$ cat src/rtl/gate_sweep_pkg.sv
`default_nettype none
// ============================================================================
// Package  : gate_sweep_pkg
// Shared sweep-state encoding and standard 2-input gate truth tables.
// Revision : 1.0
// ============================================================================
package gate_sweep_pkg;

    typedef enum logic [1:0] {
        IDLE = 2'd0,
        RUN  = 2'd1,
        DONE = 2'd2
    } sweep_state_e;

    // Bit i is the gate output for input vector i, with {a,b} = vec.
    localparam logic [3:0] TT_NAND2 = 4'b0111;
    localparam logic [3:0] TT_AND2  = 4'b1000;
    localparam logic [3:0] TT_OR2   = 4'b1110;
    localparam logic [3:0] TT_XOR2  = 4'b0110;
    localparam logic [3:0] TT_NOR2  = 4'b0001;

endpackage
`default_nettype wire

$ cat src/rtl/gate_sweep_sequencer_hold.sv
`default_nettype none
// ============================================================================
// Module   : sweep_hold_ctr
// Per-vector hold counter; strobes sample_o once the vector has settled.
// Revision : 1.0
// ============================================================================
module sweep_hold_ctr
    import gate_sweep_pkg::*;
#(
    parameter int SETTLE = 1
) (
    input  logic clk,
    input  logic rst_n,
    input  logic clr_i,
    input  logic en_i,
    output logic sample_o
);

    localparam int CW = (SETTLE > 0) ? $clog2(SETTLE + 1) : 1;

    logic [CW-1:0] cnt_q;
    logic [CW-1:0] cnt_d;

    assign sample_o = (cnt_q == CW'(SETTLE));

    always_comb begin
        cnt_d = cnt_q;
        if (clr_i) begin
            cnt_d = '0;
        end else if (en_i) begin
            // Wrap on the sample edge so the next vector starts a fresh hold.
            cnt_d = sample_o ? '0 : cnt_q + CW'(1);
        end
    end

    always_ff @(posedge clk or negedge rst_n) begin
        if (!rst_n) begin
            cnt_q <= '0;
        end else begin
            cnt_q <= cnt_d;
        end
    end

endmodule
`default_nettype wire

$ cat src/rtl/gate_sweep_sequencer.sv
`default_nettype none
// ============================================================================
// Module   : gate_sweep_sequencer
// Sweeps all input vectors of a small gate and scores its output against EXPECT.
// Revision : 1.0
// ============================================================================
module gate_sweep_sequencer
    import gate_sweep_pkg::*;
#(
    parameter int                   N_IN   = 2,
    parameter int                   SETTLE = 1,
    parameter logic [(1<<N_IN)-1:0] EXPECT = TT_NAND2
) (
    input  logic                             clk,
    input  logic                             rst_n,
    input  logic                             start_i,
    output logic [N_IN-1:0]                  vec_o,
    input  logic                             gate_out_i,
    output logic                             busy_o,
    output logic                             done_o,
    output logic                             pass_o,
    output logic [$clog2((1<<N_IN)+1)-1:0]   err_cnt_o,
    output logic [(1<<N_IN)-1:0]             fail_map_o
);

    localparam int              NVEC     = 1 << N_IN;
    localparam int              ECW      = $clog2(NVEC + 1);
    localparam logic [N_IN-1:0] LAST_VEC = N_IN'(NVEC - 1);

    sweep_state_e    state_q, state_d;
    logic [N_IN-1:0] vec_q, vec_d;
    logic [ECW-1:0]  err_q, err_d;
    logic [NVEC-1:0] map_q, map_d;
    logic            pass_q, pass_d;

    logic running;
    logic start_ok;
    logic sample;
    logic mismatch;

    assign running  = (state_q == RUN);
    assign start_ok = start_i && !running;
    assign mismatch = (gate_out_i != EXPECT[vec_q]);

    sweep_hold_ctr #(
        .SETTLE (SETTLE)
    ) u_hold (
        .clk      (clk),
        .rst_n    (rst_n),
        .clr_i    (start_ok),
        .en_i     (running),
        .sample_o (sample)
    );

    always_comb begin
        state_d = state_q;
        vec_d   = vec_q;
        err_d   = err_q;
        map_d   = map_q;
        pass_d  = pass_q;
        case (state_q)
            IDLE, DONE: begin
                if (start_i) begin
                    state_d = RUN;
                    vec_d   = '0;
                    err_d   = '0;
                    map_d   = '0;
                    pass_d  = 1'b0;
                end
            end
            RUN: begin
                if (sample) begin
                    if (mismatch) begin
                        err_d        = err_q + ECW'(1);
                        map_d[vec_q] = 1'b1;
                    end
                    // pass reads err_d so the final vector's result is included.
                    if (vec_q != LAST_VEC) begin
                        vec_d = vec_q + N_IN'(1);
                    end else begin
                        state_d = DONE;
                        pass_d  = (err_d == '0);
                    end
                end
            end
            default: state_d = IDLE;
        endcase
    end

    always_ff @(posedge clk or negedge rst_n) begin
        if (!rst_n) begin
            state_q <= IDLE;
            vec_q   <= '0;
            err_q   <= '0;
            map_q   <= '0;
            pass_q  <= 1'b0;
        end else begin
            state_q <= state_d;
            vec_q   <= vec_d;
            err_q   <= err_d;
            map_q   <= map_d;
            pass_q  <= pass_d;
        end
    end

    assign vec_o      = vec_q;
    assign busy_o     = running;
    assign done_o     = (state_q == DONE);
    assign pass_o     = pass_q;
    assign err_cnt_o  = err_q;
    assign fail_map_o = map_q;

endmodule
`default_nettype wire

$ cat config.mk
export PLATFORM = sky130hd
export DESIGN_NAME = gate_sweep_sequencer
export DESIGN_NICKNAME = d
export VERILOG_FILES = /design/src/rtl/gate_sweep_pkg.sv /design/src/rtl/gate_sweep_sequencer_hold.sv /design/src/rtl/gate_sweep_sequencer.sv
export SDC_FILE = /design/constraint.sdc
export NUM_CORES = 1
export LEC_CHECK = 0
export BUFFER_PORTS_ARGS = -buffer_cell sky130_fd_sc_hd__buf_2
export CAP_MARGIN = 25
export CORE_MARGIN = 2
export CORE_UTILIZATION = 44
export DETAILED_ROUTE_END_ITERATION = 10
export PLACE_DENSITY = 0.71
export SETUP_SLACK_MARGIN = 0.5
export SYNTH_ARGS = -nofsm -noshare
export SYNTH_HDL_FRONTEND = slang
export SYNTH_HIERARCHICAL = 1
export SYNTH_SLANG_ARGS = --single-unit
$ cat constraint.sdc
create_clock -name clk -period 1.7 [get_ports clk]
set_clock_uncertainty 0.15 [all_clocks]
set_input_delay 0.085 -clock clk [delete_from_list [all_inputs] [get_ports clk]]
set_output_delay 0.085 -clock clk [all_outputs]
set_load 0.03 [all_outputs]
== Yosys cells after proc, flatten, opt, wreduce, memory -nomap -nowiden ==
Cells that the tools add are included.

* Bits in registers: 13
* Word-level logic and storage cells: 63

* Add/sub/neg operators: 3
* $lt $le $gt $ge: 2
* Equality and inequality tests: 9
* Mux-type cells: 29
* Bitwise logic cells: 1
* Reduce and logical (&&, ||, !) cells: 13

{| class="wikitable"
|+ Operators by type and width
! cell !! number
|-
| $mux 3 || 5
|-
| $mux 2 || 6
|-
| $mux 4 || 3
|-
| $reduce_and 4->1 || 3
|-
| $mux 1 || 8
|-
| $pmux 2 s2 || 2
|-
| $pmux 4 s2 || 1
|-
| $ne 2x1->1 const B || 3
|-
| $ne 2x2->1 const B || 3
|-
| $pmux 3 s2 || 1
|-
| $reduce_and 3->1 || 2
|-
| $or 4x4->4 || 1
|-
| $reduce_bool 2->1 || 2
|-
| $add 3x1->3 const B || 1
|-
| $logic_not 3->1 || 1
|-
| $lt 2x3->1 const B || 1
|-
| $add 2x1->2 const B || 1
|-
| $bmux 1 s2 || 1
|-
| $demux 1 s2 || 1
|-
| $eq 2x1->1 const B || 1
|-
| $eq 2x2->1 const B || 1
|-
| $ge 2x1->1 const B || 1
|-
| $logic_and 1x1->1 || 2
|-
| $logic_not 2->1 || 1
|-
| 5 further kinds || 5
|}

== Longest topological paths before layout ==
* Depth in word-level cells: 10
* Gate-level depth with buffers: 5
* Mapped depth without buffers: 5

== Hierarchy ==
Netlist, hierarchy kept.

{| class="wikitable"
|+ Modules (own cells, without submodules)
! module !! instances !! cells each !! area an instance (µm²)
|-
| gate_sweep_sequencer || 1 || 60 || 604.3
|-
| sweep_hold_ctr || 1 || 3 || 37.5
|}

== Least setup slack after synthesis ==
OpenSTA, ideal clock, no wires.

* Path type: reg2reg
* From: register vec_q[0], in the netlist vec_o[0]
* To: register pass_q, in the netlist pass_o
* Library setup time: 122 ps
* Data arrival time: 1590 ps
* Setup slack: -161 ps
* Cell stages (with the launch flop): 6
* Path buffers: 0
* Clock period less this slack: 1861 ps
* Path through: dfrtp_1 -> ha_1 -> xnor2_1 -> nand2_1 -> xor2_1 -> a32o_1

* Longest elaborated chain between the ends: 10
* Elaborated cells between the ends (all ways): 13
* Those cells by class: eq/ne: 3; mux: 8; reduce/logical: 2

{| class="wikitable"
|+ RTL lines
! element !! RTL line !! RTL
|-
| start: declaration || gate_sweep_sequencer.sv:31 || <nowiki>logic [N_IN-1:0] vec_q, vec_d;</nowiki>
|-
| start signal: assignment || gate_sweep_sequencer.sv:99 || <nowiki>vec_q <= vec_d;</nowiki>
|-
| $bmux 1 s2 || gate_sweep_sequencer.sv:43 || <nowiki>assign mismatch = (gate_out_i != EXPECT[vec_q]);</nowiki>
|-
| $mux 1 (not written as such) || gate_sweep_sequencer.sv:43 ||
|-
| $ne 1x1->1 || gate_sweep_sequencer.sv:43 ||
|-
| $mux 3 || gate_sweep_sequencer.sv:73 || <nowiki>if (mismatch) begin</nowiki>
|-
| $mux 3 || gate_sweep_sequencer.sv:72 || <nowiki>if (sample) begin</nowiki>
|-
| $mux 3 || gate_sweep_sequencer.sv:61 || <nowiki>case (state_q)</nowiki>
|-
| $logic_not 3->1 || gate_sweep_sequencer.sv:82 || <nowiki>pass_d = (err_d == '0);</nowiki>
|-
| $mux 1 || gate_sweep_sequencer.sv:78 || <nowiki>if (vec_q != LAST_VEC) begin</nowiki>
|-
| $mux 1 || gate_sweep_sequencer.sv:72 ||
|-
| $pmux 1 s2 || gate_sweep_sequencer.sv:61 ||
|-
| end signal: assignment || gate_sweep_sequencer.sv:102 || <nowiki>pass_q <= pass_d;</nowiki>
|-
| end: declaration || gate_sweep_sequencer.sv:34 || <nowiki>logic pass_q, pass_d;</nowiki>
|}

Parallel ways exist; a longest one is shown, timed or not. The select of a mux whose other input is x is not followed.
A chain may end at the register's enable or synchronous reset.

== Worst setup path in the final report ==
Same ends and word-level chain as after synthesis.

==> out/results.tsv <==
metric	value	unit
coreArea	0.00133	sq mm
worst_hold_path_type	in2reg	
finalWeightedCongestion	0.813	
die_width	42.2	um
hp-start	start_i	
routed_met3_length	51	um
timing.setup.critical_path_class	reg2reg	
first_iter_violations	10	
htree_levels	1	
core.rowCount	13	
layout-area-overhead-vs-synth	53.6	%
clockRootBuffer	clkbuf_4	
drtAntennaViolNets	0	
post_synth_instance_area	642	sq um
clock_sinks	13	
initial_core_utilization	48.1	%
final.min_clock_period	1.53	ns
cp.required	1.76	ns
number_of_global_route_vias_before_repair	536	
max-vdd-ir-drop	1.21	mV
layout-drive-gt1-share	47.9	%
fin_crit_sh	90.2	%
diodes	0	
outcome	finished, final reports clean	
viasPerCell	5.09	
power.leakage	0.484	nW
tns	0	ns
finalNetCount	104	
setup_viol	0	
actual_transition_at_the_worst_max_transition_pin	0.371	ns
cts-buffers-inserted	3	
gr-usage-all-layers	17.4	%
r2r_slack	0.17	ns
die-height	42.2	um
port_buffers	15	
timing.hold.ws	0.00531	ns
total_power	1.95	mW
yosys_warnings	6	
synth-seq-area-share	50.7	%
cts_tree	built	
synth.ff_latch_count	13	
avgRoutedWirePerCell	14.1	um
timing.final.max_slew_violations	0	
dpl_worst_slack	0.124	ns
layout_setup_ws	0.166	ns
clkTransAtPathRegs	0.08	ns
synth_fp_nets	72	
rsz0062_at_grt	yes	
timing.critical_path.to_type	register	
maxClockFrequency	0.652	GHz
critical_path.reg2reg.startpoint	vec_o[0]$_DFFE_PN0P_	
maxSlewHeadroom	75.2	%
cp-start-kind	register	
grt_pass1_wl	2350	um
postRouteWirelength	1540	um
pin_count	16	
maximum_number_of_pins_on_one_net_before_global_route_repair	14	
cts-root-to-sink-buffers	2	
power-per-cell-area	1980	mW/mm^2
wl_met2	764	um
overflow	0	
firstDrtPassIters	4	
synthesis.instances	63	
drc_violations_left	0	
placed_cell_area	772	sq um
maxCapViolCount	0	
route.vias.total	555	
design.die.area	0.00178	sq mm
syn-mean-instance-area	10.2	sq um
worst_setup_path_startpoint	vec_o[0]$_DFFE_PN0P_	
layout.cell_area.non_filler	986	sq um
timing_hold_violations_final	0	
antenna_found_initial	0	
critPathMaxFanout	5	
detailed_place_hpwl	938	um
timing.critical_path.arrival	1.60	ns
clk_latency	0.27	ns
m1WireLength	706	um
top_signal_layer_used	met4	
yosysUniqueCellTypes	19	
repair_timing:
item | CTS | global route
pin swaps | 5 | 2
endpoints found under the setup margin | 12 | 18
setup buffers | 7 | 2
resized for setup | 15 | 13
endpoints found under the hold margin | 16 | 0
hold buffers | 3 | 0
state kept, by name, indices dropped and copies added, names as in the netlist:
| name | count |
|---|---|
| fail_map_o | 4 |
| err_cnt_o | 3 |
| state_q | 2 |
| vec_o | 2 |
| pass_o | 1 |
| u_hold/sample_o | 1 |
stage by stage:
step	instances	utilization, %
after CTS	107	69.6
after detailed placement	93	57.9
final	109	73.9
after global routing	109	73.9
after global placement	93	57.9
after floorplan	63	-
synthesized netlist by cell type (all sizes together):
cell,instances,area [sq um]
a21oi,4,20.0
a32o,1,10.0
and2b,1,7.51
and3,1,7.51
dfrtp,13,325
ha,5,62.6
inv,4,15.0
mux2i,3,30.0
nand2,8,30.0
nand2b,2,12.5
nand3,3,15.0
nand3b,2,15.0
nor2,5,18.8
nor2b,2,12.5
o21ai,4,20.0
o31ai,1,7.51
or3,1,6.26
xnor2,2,17.5
xor2,1,8.76
metal layers:
metal,track usage (%),vias up
li1,-,272
met5,0,-
met2,28.9,14
met3,2.59,2
met4,5.63,0
met1,22.9,267
critical path, cell delays in order (launching register included):
cell     delay [ns]
dfrtp_2        0.43
ha_4           0.19
xnor2_4        0.13
or3_1          0.31
a21oi_1        0.13
a32o_1         0.14
final timing paths:
kind                                              to  cells past startpoint
min in group asynchronous   err_cnt_o[2]$_DFFE_PN0P_                      2
setup / recovery                  pass_o$_DFFE_PN0P_                      5
setup reg to reg                  pass_o$_DFFE_PN0P_                      5
hold / removal                state_q[0]$_DFFE_PN0P_                      3
max in group asynchronous       vec_o[0]$_DFFE_PN0P_                      2
hold reg to reg            fail_map_o[2]$_DFFE_PN0P_                      2
cell usage in the layout, fill, tap and decap left out, drive strengths merged, types with 2 or more instances in the layout:
cell         synthesis  final
a21oi                4      4
buf                  0     24
clkbuf               0      4
dfrtp               13     13
dlygate4sd3          0      3
ha                   5      5
inv                  4      4
mux2i                3      3
nand2                8      8
nand2b               2      2
nand3                3      3
nand3b               2      2
nor2                 5      5
nor2b                2      2
o21ai                4      4
xnor2                2      2
layout make-up:
| class | count | area [sq um] |
|---|---|---|
| Multi-Input combinational cell | 46 | 393 |
| Fill cell | 102 | 348 |
| Sequential cell | 13 | 328 |
| Timing Repair Buffer | 27 | 203 |
| Clock buffer | 4 | 26.3 |
| Tap cell | 15 | 18.8 |
| Inverter | 4 | 17.5 |
where the power goes:
| group | switching [mW] | total [mW] | internal (mW) |
|---|---|---|---|
| Sequential | 0.137 | 0.580 | 0.443 |
| Combinational | 0.656 | 1.18 | 0.525 |
| Clock | 0.0990 | 0.190 | 0.0907 |
cell families after synthesis:
group	share of synthesized area (%)
flops	50.7
compound gates	8.97
xor+xnor	4.09
simple gates	19.5
fa+ha+maj	9.75
mux	4.68
buf+inv	2.34
Note: power is estimated with default switching activity, not from simulation.
